--- src/rtl/sync_fifo_flagged.sv ---
// -----------------------------------------------------------------------------
// sync_fifo_flagged
//
// Single-clock FIFO for producer/consumer pairs that share one clock. It keeps
// the increment-style handshake of the team's CDC FIFO and adds:
//   - parametrised depth and width
//   - first-word-fall-through read data
//   - an occupancy count
//   - programmable almost-full / almost-empty thresholds
//   - sticky overflow / underflow error flags with a software clear
//
// Parameters:
//   DATA_WIDTH          bits per entry
//   ADDRESS_WIDTH       log2 of depth; DEPTH = 2**ADDRESS_WIDTH entries
//   ALMOST_FULL_LEVEL   almost_full  when level >= this (1..DEPTH)
//   ALMOST_EMPTY_LEVEL  almost_empty when level <= this (0..DEPTH-1)
//
// Ports:
//   clock            in   sole clock, rising edge
//   reset            in   asynchronous, active-high; clears all state except storage
//   write_data       in   entry to push
//   write_increment  in   push request, sampled on the rising edge
//   read_increment   in   pop request, sampled on the rising edge
//   clear_errors     in   clears the sticky overflow/underflow flags
//   read_data        out  head entry (first-word fall-through), 0 when empty
//   empty            out  level == 0
//   full             out  level == DEPTH
//   almost_empty     out  level <= ALMOST_EMPTY_LEVEL
//   almost_full      out  level >= ALMOST_FULL_LEVEL
//   level            out  current occupancy, 0..DEPTH
//   overflow         out  sticky: a push was attempted while full
//   underflow        out  sticky: a pop was attempted while empty
// -----------------------------------------------------------------------------
module sync_fifo_flagged #(
  parameter int DATA_WIDTH         = 4,
  parameter int ADDRESS_WIDTH      = 5,
  parameter int ALMOST_FULL_LEVEL  = 28,
  parameter int ALMOST_EMPTY_LEVEL = 4
) (
  input  logic                     clock,
  input  logic                     reset,
  input  logic [DATA_WIDTH-1:0]    write_data,
  input  logic                     write_increment,
  input  logic                     read_increment,
  input  logic                     clear_errors,
  output logic [DATA_WIDTH-1:0]    read_data,
  output logic                     empty,
  output logic                     full,
  output logic                     almost_empty,
  output logic                     almost_full,
  output logic [ADDRESS_WIDTH:0]   level,
  output logic                     overflow,
  output logic                     underflow
);

  localparam int DEPTH = 2 ** ADDRESS_WIDTH;

  // Thresholds and constants sized to the level / pointer widths so every
  // comparison and increment below is width-exact.
  localparam logic [ADDRESS_WIDTH:0]   LEVEL_DEPTH = (ADDRESS_WIDTH + 1)'(DEPTH);
  localparam logic [ADDRESS_WIDTH:0]   LEVEL_AF    = (ADDRESS_WIDTH + 1)'(ALMOST_FULL_LEVEL);
  localparam logic [ADDRESS_WIDTH:0]   LEVEL_AE    = (ADDRESS_WIDTH + 1)'(ALMOST_EMPTY_LEVEL);
  localparam logic [ADDRESS_WIDTH:0]   LEVEL_ONE   = {{ADDRESS_WIDTH{1'b0}}, 1'b1};
  localparam logic [ADDRESS_WIDTH-1:0] PTR_ONE     = {{(ADDRESS_WIDTH - 1){1'b0}}, 1'b1};

  // ---------------------------------------------------------------------------
  // State
  // ---------------------------------------------------------------------------
  logic [DATA_WIDTH-1:0]    storage [DEPTH];
  logic [ADDRESS_WIDTH-1:0] write_pointer;
  logic [ADDRESS_WIDTH-1:0] read_pointer;

  logic push_accept;
  logic pop_accept;

  // ---------------------------------------------------------------------------
  // Status decode: purely combinational from level, so flags move in the same
  // cycle as the occupancy with no extra register stage.
  // ---------------------------------------------------------------------------
  assign empty        = (level == '0);
  assign full         = (level == LEVEL_DEPTH);
  assign almost_empty = (level <= LEVEL_AE);
  assign almost_full  = (level >= LEVEL_AF);

  // Acceptance uses the pre-edge flags. At full a simultaneous pop does not
  // make room for the push in the same edge, and at empty a simultaneous push
  // does not feed the pop: each side only looks at its own boundary.
  assign push_accept = write_increment && !full;
  assign pop_accept  = read_increment  && !empty;

  // First-word fall-through: the head slot is presented directly. The value
  // is masked while empty so stale storage never leaks out after reset or
  // after the last pop.
  assign read_data = empty ? '0 : storage[read_pointer];

  // ---------------------------------------------------------------------------
  // Data array
  // ---------------------------------------------------------------------------
  // NOTE: storage has no reset branch. Entries are only observable once the
  // level says they were written, so clearing them would buy nothing and
  // would keep the array from mapping onto plain RAM.
  always_ff @(posedge clock) begin
    if (push_accept) begin
      storage[write_pointer] <= write_data;
    end
  end

  // ---------------------------------------------------------------------------
  // Pointers and occupancy
  // ---------------------------------------------------------------------------
  // NOTE: every register here is updated with non-blocking assignments so
  // all of them see the same pre-edge values of level, full and empty.
  always_ff @(posedge clock or posedge reset) begin
    if (reset) begin
      write_pointer <= '0;
      read_pointer  <= '0;
      level         <= '0;
    end else begin
      // Pointers are exactly ADDRESS_WIDTH bits, so DEPTH-1 + 1 wraps to 0.
      if (push_accept) begin
        write_pointer <= write_pointer + PTR_ONE;
      end
      if (pop_accept) begin
        read_pointer <= read_pointer + PTR_ONE;
      end

      // Simultaneous accepted push and pop leave the level unchanged while
      // both pointers still advance.
      unique case ({push_accept, pop_accept})
        2'b10:   level <= level + LEVEL_ONE;
        2'b01:   level <= level - LEVEL_ONE;
        default: level <= level;
      endcase
    end
  end

  // ---------------------------------------------------------------------------
  // Sticky error flags
  // ---------------------------------------------------------------------------
  // A request at the boundary sets the flag whether or not the other side
  // of the handshake was accepted. The set term is OR-ed after the clear so
  // a fresh error in the clearing edge is never lost.
  always_ff @(posedge clock or posedge reset) begin
    if (reset) begin
      overflow  <= 1'b0;
      underflow <= 1'b0;
    end else begin
      overflow  <= (overflow  && !clear_errors) || (write_increment && full);
      underflow <= (underflow && !clear_errors) || (read_increment  && empty);
    end
  end

endmodule

--- config.mk ---
export PLATFORM = sky130hd
export DESIGN_NAME = sync_fifo_flagged
export DESIGN_NICKNAME = d
export VERILOG_FILES = /design/src/rtl/sync_fifo_flagged.sv
export SDC_FILE = /design/constraint.sdc
export NUM_CORES = 1
export LEC_CHECK = 0
export CAP_MARGIN = 5
export CORE_ASPECT_RATIO = 0.8
export CORE_MARGIN = 4
export CORE_UTILIZATION = 35
export CTS_CLUSTER_DIAMETER = 60
export DETAILED_ROUTE_END_ITERATION = 10
export GPL_TIMING_DRIVEN = 0
export SETUP_SLACK_MARGIN = 0.15
export SLEW_MARGIN = 5
export SYNTH_ARGS = -nofsm -noshare
export SYNTH_HDL_FRONTEND = slang
export SYNTH_SLANG_ARGS = --single-unit
export TNS_END_PERCENT = 100
--- constraint.sdc ---
create_clock -name clock -period 3.48 [get_ports clock]
set_clock_uncertainty 0.2 [all_clocks]
set_input_delay 0.696 -clock clock [delete_from_list [all_inputs] [get_ports clock]]
set_output_delay 0.696 -clock clock [all_outputs]
set_load 0.05 [all_outputs]
==> impl_metrics.ini, run 1 <==
[status]
status = completed

[die]
die_w_um = 157
core-area_um2 = 17300
die_h_um = 127
ioPinCount = 25
die_area_um2 = 19900
fp-row-count = 43
start_util_pct = 35.7

[sta]
finalSetupViolations = 0
relSlewSlack_pct = 18.8
holdWs_ns = 0.332
timing.fmax_mhz = 295
setup_ws_ns = 0.0927
timing.final.crit_share_pct = 97.3
finalCriticalPeriod_ns = 3.39
hold_viol_final = 0
drv_slew = 0
rsz0062_at_grt = yes
worst_pin_slew_ns = 1.21

[setup_path]
start_kind = register
critical_path_required_ns = 2.58
critPathSlowestCell = mux4_2
startpoint = read_pointer[0]
worst-path-buf-inv = 3
cpMostUsedCell = buf_6
r2r-start = level[3]
path_depth = 7
crit_arrival_ns = 2.49
slowest_delay_ns = 0.54
crit_chain = buf_6 -> buf_12 -> mux4_2 -> a22o_1 -> a2111oi_4 -> nor3_2 -> buf_6
cp_top_family = compound AO/OA/AOI/OAI gates
r2r_cells = 12
cp_max_fo = 5
criticalPathCategory = register to primary output
critPathCaptureType = primary output

[synthesis]
async_flop_share_pct = 12.3
syn_area_per_cell_um2 = 16.8
synth_cell_types = 44
synth_edf_count = 128
synth_seq_area_share_pct = 69.4
syn_area_um2 = 6190
synth-seq-cells = 146
ys_warn_count = 0
synth_top_flop_cell = edfxtp_1
syn_inst = 369
synth_fp_nets = 386

[power_and_ir_drop]
vdd_drop_max_v = 0.000423
p_leak_nw = 2.57
p_per_area_nw_per_um2 = 907

[global_routing]
grt_max_degree = 33
first_global_vias = 3379
grt_usage_pct = 13.5
overflow = 0
antenna_found_initial = 0
grt_pass1_wl_mm = 19.8

[placement]
hpwl_mm = 8.50
gp_congestion = 0.809
dpl_cell_area_um2 = 6710
pre_cts_ws_ns = -0.284
portBuffers = 24
dp_cells = 618

[final_layout]
design_area_um2 = 7580
finalNonFillerCells = 654
drive_above_1_share_pct = 25.9
layout_commonest_cell = edfxtp_1
num_antenna_cells = 0
layout_common_cells = 128 x edfxtp_1, 39 x nor2_1, 21 x mux4_2
syn2layout_area_growth_pct = 22.5
layout.nets = 433
fin_util_pct = 43.7

[worst_hold_path]
hp-class = register to register
hold-path-cell-count = 2
worstHoldStart = underflow

[clocking]
htree_levels = 4
cts-buffers-inserted = 17
holdBufCountCts = 0
clkSinkCount = 146
clk_latency_ns = 0.42
clk_pin_slew_ns = 0.06
cts_root_buf = clkbuf_16
clock_path_buffers = 2
cts_tree = yes

[detailed_routing]
viasPerCell = 5.09
drt_pre_antenna_iters = 4
finalWirelength_mm = 13.0
ant_nets = 0
wl_per_cell_um = 19.8
drt_iter0_drc = 268
num_vias = 3331
drc_errors = 0

[run]
max_cap_violations = 0
-- final timing paths --
kind | to | slack [ns]
setup / recovery | read_data[1] | 0.09
hold / removal | underflow | 0.33
setup reg to reg | level[4] | 0.31
hold reg to reg | underflow | 0.33
max in group asynchronous | level[3] | 2.01
min in group asynchronous | underflow | 0.53
-- worst register-to-register path: stages, from the launching register on --
cell,delay (ns)
dfrtp_2,0.35
clkbuf_1,0.30
nor2_2,0.13
and3b_1,0.20
buf_2,0.18
nor2b_1,0.12
buf_2,0.19
ha_1,0.16
clkbuf_2,0.21
or4b_2,0.61
o22ai_1,0.18
o21bai_1,0.10
xnor2_1,0.13
-- layout make-up --
class                      count  area [µm²]
buffer                        21         158
tap                          225         282
multi-input combinational    193        1890
inverter                       9        33.8
sequential                   146        4300
fill                        1548        9750
clock inverter                15         206
clock buffer                  17         425
timing repair buffer          28         288
-- power breakdown --
part / switching (mW) / internal, mW / leakage, nW
registers: 0.137 / 2.10 / 1.37
logic: 1.58 / 1.12 / 0.903
clock network: 0.718 / 1.21 / 0.304
-- kinds of logic after synthesis --
logic type | count (synthesis) | share of synthesized area [%]
AO/OA/AOI/OAI | 38 | 4.53
adder cells (fa/ha/maj) | 8 | 1.62
multiplexers | 50 | 13.4
XOR/XNOR | 14 | 1.98
buffers and inverters | 30 | 2.57
AND/OR/NAND/NOR | 83 | 6.51
flip-flops | 146 | 69.4
-- per-layer routing --
metal  part of all wire, %  vias to the layer above  global-route usage (%)  wire length, µm
met5                     0                        -                       0                0
met4                  0.53                        0                    4.29               68
met3                   5.5                        7                    3.41              706
met2                    48                       70                    20.2             6220
met1                    46                     1719                    19.6             5960
li1                      -                     1535                       -                -
-- synth_stat cells, types with 5 or more instances --
library cell / number / area share [%]
edfxtp_1: 128 / 62
nor2_1: 41 / 2.5
mux2i_1: 23 / 3.7
dfrtp_1: 18 / 7.3
mux4_2: 18 / 6.6
nand2_1: 12 / 0.73
o21ai_0: 10 / 0.81
inv_1: 9 / 0.55
clkbuf_1: 8 / 0.49
ha_1: 8 / 1.6
xnor2_1: 8 / 1.1
buf_2: 6 / 0.49
mux4_1: 6 / 2.5
xor2_1: 6 / 0.85
nor2b_1: 5 / 0.51
o22ai_1: 5 / 0.51
-- through the flow --
stage	TNS (ns)	total power [mW]
2_1_floorplan	0	3.93
3_3_place_gp	-0.922	4.62
3_5_place_dp	-1.11	4.65
4_1_cts	0	6.66
5_1_grt	-0.00634	7.18
6_report	0	6.87
-- sequential cells by signal, summed over array words and instances, names as in the netlist --
register       count
overflow           1
storage          128
level              6
write_pointer      5
underflow          1
read_pointer       5
-- timing repair --
item / in CTS / in global routing
setup endpoints to repair: 5 / 8
setup buffers: 0 / 3
gates cloned: 0 / 1
resized for setup: 44 / 30
pin swaps: 0 / 7
No activity file was read; power rests on OpenSTA's default activity.
==> inputs of run 2 (changes only) <==
--- a/config.mk
+++ b/config.mk
@@ -12,7 +12,7 @@
 export CTS_CLUSTER_DIAMETER = 60
 export DETAILED_ROUTE_END_ITERATION = 10
 export GPL_TIMING_DRIVEN = 0
-export SETUP_SLACK_MARGIN = 0.15
+export SETUP_SLACK_MARGIN = 0.1
 export SLEW_MARGIN = 5
 export SYNTH_ARGS = -nofsm -noshare
 export SYNTH_HDL_FRONTEND = slang
==> run 2 against run 1 <==
Die area is the same; critical path depth unchanged; final area is 0.31% higher; wire length grew 1.7%; flip-flop and latch count did not move; highest routed layer unchanged.
==> impl_metrics.ini, run 2 (synthesis results as in run 1) <==
[setup_path]
critPathSlowestCell = mux4_2
criticalPathCategory = register to primary output
cp_max_fo = 5
crit_chain = buf_6 -> buf_12 -> mux4_2 -> a22o_4 -> a2111oi_4 -> nor3_2 -> buf_6
r2r_cells = 15
critPathCaptureType = primary output
critical_path_required_ns = 2.58
cpMostUsedCell = buf_6
start_kind = register
crit_arrival_ns = 2.45
slowest_delay_ns = 0.50

[power_and_ir_drop]
p_per_area_nw_per_um2 = 916
p_leak_nw = 2.61
p_total_mw = 6.96
vdd_drop_max_v = 0.000442

[detailed_routing]
drc_errors = 0
num_vias = 3343
drt_pre_antenna_iters = 5
drt_iter0_drc = 363
finalWirelength_mm = 13.2
ant_nets = 0
viasPerCell = 5.07
wl_per_cell_um = 20.0

[global_routing]
overflow = 0
top_usage_layer = met2
met2_usage_pct = 20.0
grt_usage_pct = 13.6
gr-usage-met3_pct = 3.44
grt_max_degree = 33
met1_usage_pct = 19.8
grt_pass1_wl_mm = 19.9
antenna_found_initial = 0
first_global_vias = 3420

[final_layout]
layout.nets = 438
n_fill_cell = 1546
largest_reg_flops = 128
regMostFlops = storage
multi_input_area_um2 = 1860
seqCellArea_um2 = 4300
layout_common_cells = 128 x edfxtp_1, 41 x nor2_1, 24 x mux4_2
syn2layout_area_growth_pct = 22.9
fin_util_pct = 43.9
layout_commonest_cell = edfxtp_1
num_antenna_cells = 0
drive_above_1_share_pct = 26.5
top_regs = storage: 128 flops, level: 6 flops

[sta]
hold_viol_final = 0
holdWs_ns = 0.330
finalSetupViolations = 0
tns_ns = 0
relSlewSlack_pct = 22.5
finalCriticalPeriod_ns = 3.35
worst_pin_slew_ns = 1.16
timing.final.crit_share_pct = 96.2
timing.fmax_mhz = 299
rsz0062_at_grt = yes
drv_slew = 0

[clocking]
htree_levels = 4
cts_root_buf = clkbuf_16
clock_path_buffers = 2
clkSinkCount = 146
cts_tree = yes
cts-buffers-inserted = 17
clk_latency_ns = 0.41
clk_pin_slew_ns = 0.06

[placement]
portBuffers = 24
hpwl_mm = 8.66
gp_congestion = 0.759

[die]
fp-row-count = 43
die_w_um = 157
start_util_pct = 35.7
ioPinCount = 25
die_h_um = 127
die_area_um2 = 19900
core-area_um2 = 17300

[status]
status = completed

[run]
max_cap_violations = 0

[worst_hold_path]
hp-class = register to register
hold-path-cell-count = 2
## run 2: timing repair
action                                  4_1_cts  5_1_grt
endpoints found under the setup margin        5        6
cloned                                        0        1
pin swaps                                     0        7
gates resized for setup                      44       34
buffers inserted                              3        7
hold buffers                                  0        0
## run 2: final timing paths
path | from | slack (ns) | end
hold reg to reg | underflow | 0.33 | underflow
setup / recovery | read_pointer[0] | 0.13 | read_data[0]
setup reg to reg | level[2] | 0.32 | level[4]
min in group asynchronous | reset | 0.51 | underflow
max in group asynchronous | reset | 2.06 | read_pointer[1]
hold / removal | underflow | 0.33 | underflow
## run 2: metal layers
layer / wire length (µm) / vias up / part of all wire [%]
met3: 784 / 10 / 6.0
met4: 112 / 0 / 0.85
met5: 0 / - / 0
li1: - / 1530 / -
met2: 6130 / 87 / 47
met1: 6140 / 1716 / 47
## run 2: final cells by class
type / count / area share (%)
inverters: 9 / 0.445
clock buffers: 20 / 5.75
plain buffers: 19 / 2.12
flip-flops and latches: 146 / 56.6
repair buffers: 35 / 4.48
clock inverters: 12 / 2.47
multi-input cells: 193 / 24.5
well taps: 225 / 3.70
## run 2: power by group
part	internal, mW	leakage (nW)	total [mW]	switching, mW
clock network	1.26	0.307	1.94	0.675
registers	2.10	1.37	2.27	0.166
logic	1.19	0.932	2.75	1.56
## run 2: per-stage QoR
stage | setup slack [ns] | cells | area (µm²)
2_1_floorplan | 0.0686 | 369 | 6190
3_3_place_gp | -0.158 | 618 | 6710
3_5_place_dp | -0.158 | 618 | 6710
4_1_cts | 0.0583 | 653 | 7390
5_1_grt | 0.0370 | 659 | 7600
6_report | 0.131 | 659 | 7600
## run 2: critical path: cells and delay by family, from the launching register on
family,cells,cell delay [ns]
flip-flops,1,0.37
multiplexers,1,0.50
AND/OR/NAND/NOR,1,0.09
buffers and inverters,3,0.46
AO/OA/AOI/OAI,2,0.62
==> variant 1, RTL diff (settings of run 2) <==
The parameter `ADDRESS_WIDTH` goes from 5 to 3.
--- a/src/rtl/sync_fifo_flagged.sv
+++ b/src/rtl/sync_fifo_flagged.sv
@@ -35,3 +35,3 @@
   parameter int DATA_WIDTH         = 4,
-  parameter int ADDRESS_WIDTH      = 5,
+  parameter int ADDRESS_WIDTH      = 3,
   parameter int ALMOST_FULL_LEVEL  = 28,
Ports: changed (resized level); port bits go from 25 to 23. No check against the original RTL was run, so the function may have changed too.
==> variant 1 against run 2 <==
- sequential cell count down 102
- hold slack worse by 0.033 ns
- routed wire length down 75%
- worst setup slack better by 0.26 ns
- area after synthesis down 69%
- power down 69%
- clock power down 84%
- cell area down 70%
==> variant 1: results (changes against run 2) <==
Outcome
  • Status: finished clean (unchanged)

Place
  • Number of I/O port buffers: 22 (was 24)
  • GP Congestion: 0.7372 (was 0.7586)
  • HPWL Detailed: 2.373 mm (was 8.665 mm)

Global route
  • Total global-route track usage: 11.10% (was 13.62%)
  • First-pass GRT wire length: 5.451 mm (was 19.93 mm)
  • Met1 usage: 13.97% (was 19.84%)
  • Vias in the first global route: 1008 (was 3420)
  • GR Util met2: 17.22% (was 19.95%)

CTS
  • Cts repair resizes: 3 (was 44)
  • CTS root buf: clkbuf_8 (was clkbuf_16)
  • H-tree depth: 2 (was 4)
  • # Post-CTS Setup Buffers: 0 (was 3)
  • Num CTS Buffers: 5 (was 17)
  • Reg clk slew, reported paths: 0.08 ns (was 0.06 ns)

Yosys
  • Syn Nets: 131 (was 386)
  • Post-synth EDFFs: 32 (was 128)
  • Register area share after synthesis: 66.67% (was 69.42%)
  • Post-synth top cells: edfxtp_1, dfrtp_1, nand2_1 (was edfxtp_1, nor2_1, mux2i_1)
  • Count of different cell masters after synthesis: 27 (was 44)

Critical path
  • CP arrival: 2.19 ns (was 2.45 ns)
  • Worst R2R Setup Slack: 0.91 ns (was 0.32 ns)
  • FF-to-FF Start: level[0] (was level[2])
  • Reg2Reg Depth: 10 (was 15)
  • CP Max Fanout: 9 (was 5)

Drt
  • Avg Vias per Cell: 4.947 (was 5.073)
  • DR WL/cell: 15.56 um (was 19.98 um)
  • 1st-iter DRT viols: 57 (was 363)

STA
  • Final Cycle Share: 88.69% (was 96.24%)
  • Fin Hold WS: 0.2970 ns (was 0.3298 ns)
  • Slew at the pin closest to its max-slew limit: 0.8244 ns (was 1.160 ns)

Final layout
  • Post-Layout Cell Count: 209 (was 659)
  • Final net count: 160 (was 438)
  • Top Registers: storage (32), level (4) (was storage (128), level (6))

Min path
  • Hold endpoint: read_pointer[2] (was underflow)
  • HP Start: read_pointer[2] (was underflow)
  • WHS Path Cells: 1 (was 2)

Power
  • Peak VDD IR: 0.3479 mV (was 0.4425 mV)
  • Static Leak: 0.0008498 uW (was 0.002606 uW)
variant 1: worst max-delay path, stage by stage, from the launching register on:
cell           delay, ns
dfrtp_1             0.35
buf_2               0.31
mux4_2              0.55
a22o_1              0.25
dlygate4sd2_1       0.42
variant 1: cells by family (layout without fill, tap and decap cells):
logic type / Yosys count / after routing / synth area share, %
buffers and inverters: 6 / 36 / 1.653
xor gates and xnor gates: 8 / 8 / 3.704
AOI/OAI and AO/OA: 12 / 12 / 5.026
muxes: 10 / 10 / 10.91
and+or+nand+nor: 32 / 32 / 8.730
adders and majority gates: 5 / 5 / 3.307
DFF: 44 / 44 / 66.67
variant 1: through the flow:
step	utilization, %	total power (uW)	area (um^2)
6_report	44.53	2160	2281
5_1_grt	44.53	2296	2281
4_1_cts	44.48	2189	2278
3_5_place_dp	42.75	1888	2190
3_3_place_gp	42.75	1872	2190
2_1_floorplan	-	1579	1892
variant 1: per-layer routing:
metal  vias to the layer above  share of wire [%]
met1                       513                 45
met3                         6                5.0
met2                        19                 48
met5                         -                  0
met4                         0                2.1
li1                        496                  -
variant 1: layout make-up:
cell class,count,area [um^2],area share (%)
well taps,62,77.57,3.401
inverters,3,11.26,0.4937
plain buffers,3,20.02,0.8777
flip-flops and latches,44,1261,55.29
multi-input cells,67,599.3,26.28
clock inverters,2,10.01,0.4388
repair buffers,22,219.0,9.600
clock buffers,6,82.58,3.620
variant 1: where the power goes:
| part | switching, uW | internal, uW | total, uW | leakage, uW |
|---|---|---|---|---|
| Combinational | 639 | 415 | 1050 | 0.000363 |
| Clock | 161 | 158 | 319 | 0.0000510 |
| Sequential | 97.2 | 690 | 787 | 0.000436 |
| Total | 897 | 1260 | 2160 | 0.000850 |
==> variant 2, RTL diff (flow settings as in run 2) <==
Without the edit above. Register the output `level` once more; this adds one clock of latency there. The other outputs are not delayed to match. Comments in the files are not updated.
--- a/src/rtl/sync_fifo_flagged.sv
+++ b/src/rtl/sync_fifo_flagged.sv
@@ -65,2 +65,4 @@
 
+  logic [ADDRESS_WIDTH:0] level_s0;
+
   // ---------------------------------------------------------------------------
@@ -79,6 +81,6 @@
   // ---------------------------------------------------------------------------
-  assign empty        = (level == '0);
-  assign full         = (level == LEVEL_DEPTH);
-  assign almost_empty = (level <= LEVEL_AE);
-  assign almost_full  = (level >= LEVEL_AF);
+  assign empty        = (level_s0 == '0);
+  assign full         = (level_s0 == LEVEL_DEPTH);
+  assign almost_empty = (level_s0 <= LEVEL_AE);
+  assign almost_full  = (level_s0 >= LEVEL_AF);
 
@@ -116,3 +118,3 @@
       read_pointer  <= '0;
-      level         <= '0;
+      level_s0      <= '0;
     end else begin
@@ -129,5 +131,5 @@
       unique case ({push_accept, pop_accept})
-        2'b10:   level <= level + LEVEL_ONE;
-        2'b01:   level <= level - LEVEL_ONE;
-        default: level <= level;
+        2'b10:   level_s0 <= level_s0 + LEVEL_ONE;
+        2'b01:   level_s0 <= level_s0 - LEVEL_ONE;
+        default: level_s0 <= level_s0;
       endcase
@@ -152,2 +154,6 @@
 
+  always_ff @(posedge clock) begin
+    level <= level_s0;
+  end
+
 endmodule
Function: changed (Yosys sat finds a counterexample within 4 cycles, from zero or initial values and one cycle with reset high).
==> variant 2 against run 2 <==
- routed wire length grew 0.22%
- first-iteration DRC count down 37%
- sequential power is 3% higher
- critical path depth did not move
- worst setup slack lost 0.041 ns
- fmax fell by 1.2%
- sequential cell count increased by 6
- core utilization hardly changed
- cell area up 0.86%
- power shrank 0.32%
- hold slack got worse by 0.15 ns
- global-route usage is 0.29 points higher
- area after synthesis increased by 1.9%
- largest cell class unchanged
==> variant 2: results (changes against run 2) <==
Outcome
  • Status: finished clean (unchanged)

Final layout
  • Sequential share of cell area: 57.59% (was 56.55%)
  • Post-Layout Cell Count: 669 (was 659)
  • # fillers: 1517 (was 1546)
  • Layout cells sized above 1: 24.55% (was 26.50%)
  • Multi-input gate share of total cell area: 23.64% (was 24.48%)
  • Top Registers: storage (128), level (6), level_s0 (6) (was storage (128), level (6))
  • Final net count: 448 (was 438)
  • Clock-cell share of area: 7.999% (was 8.215%)
  • Signal buffers: 58 (was 54)

Yosys
  • #FFs+latches synth: 152 (was 146)
  • Average cell area after synthesis: 16.82 um^2 (was 16.76 um^2)
  • Synth Area in XOR/XNOR: 1.944% (was 1.982%)
  • Top cells by area, synth: edfxtp_1, dfrtp_1, mux4_2 (unchanged)
  • Count of different cell masters after synthesis: 45 (was 44)
  • Syn Nets: 392 (was 386)
  • Post-synthesis compound-gate area fraction: 4.444% (was 4.531%)
  • Register area share after synthesis: 70.00% (was 69.42%)
  • Mux cell area share after synthesis: 13.12% (was 13.37%)

Critical path
  • FF-to-FF Start: level_s0[1] (was level[2])
  • Worst Setup EP: read_data[1] (was read_data[0])
  • Worst path max stage delay: 0.56 ns (was 0.50 ns)
  • Reg2reg end: level_s0[4] (was level[4])

Global route
  • Vias in the first global route: 3526 (was 3420)
  • Total global-route track usage: 13.91% (was 13.62%)
  • First-pass GRT wire length: 20.67 mm (was 19.93 mm)
  • Largest net degree at the start of global routing: 33 (unchanged)

Power
  • Peak VDD IR: 0.4113 mV (was 0.4425 mV)

Drt
  • Drt first pass iters: 4 (was 5)
  • 1st-iter DRT viols: 229 (was 363)
  • Avg Vias per Cell: 5.058 (was 5.073)
  • DR WL/cell: 19.73 um (was 19.98 um)

Place
  • GP Congestion: 0.8033 (was 0.7586)
  • Setup Slack @ Placement: -0.1487 ns (was -0.1584 ns)
  • HPWL Detailed: 8.652 mm (was 8.665 mm)

CTS
  • Bufs on Longest Clock Path: 2 (unchanged)
  • # Post-CTS Setup Buffers: 1 (was 3)
  • Cts repair resizes: 42 (was 44)

STA
  • Slew headroom: 18.07% (was 22.45%)
  • Fin Hold WS: 0.1765 ns (was 0.3298 ns)
  • Final Cycle Share: 97.40% (was 96.24%)
variant 2: through the flow:
stage / total power (uW) / cell area, um^2
after CTS: 6718 / 7472
after detailed placement: 4755 / 6828
final: 6936 / 7665
after global placement: 4702 / 6828
after global routing: 7276 / 7665
after floorplan: 4038 / 6306
variant 2: power breakdown:
group          switching, uW  internal [uW]  total, uW
logic                   1540           1140       2680
clock network            711           1200       1910
registers                137           2210       2340
variant 2: worst min path at each step:
stage / to / startpoint / cells past startpoint
after floorplan: level[1] / level_s0[1] / 0
after global placement: level[1] / level_s0[1] / 0
after detailed placement: level[1] / level_s0[1] / 0
after CTS: level[1] / level_s0[1] / 0
after global routing: level[1] / level_s0[1] / 0
final: level[1] / level_s0[1] / 0
variant 2: routing by layer:
metal | global-route usage [%] | vias to the layer above | routed length [um]
met3 | 4.050 | 7 | 854
met2 | 20.49 | 80 | 6134
li1 | - | 1562 | -
met5 | 0 | - | 0
met1 | 19.93 | 1735 | 6123
met4 | 4.564 | 0 | 86
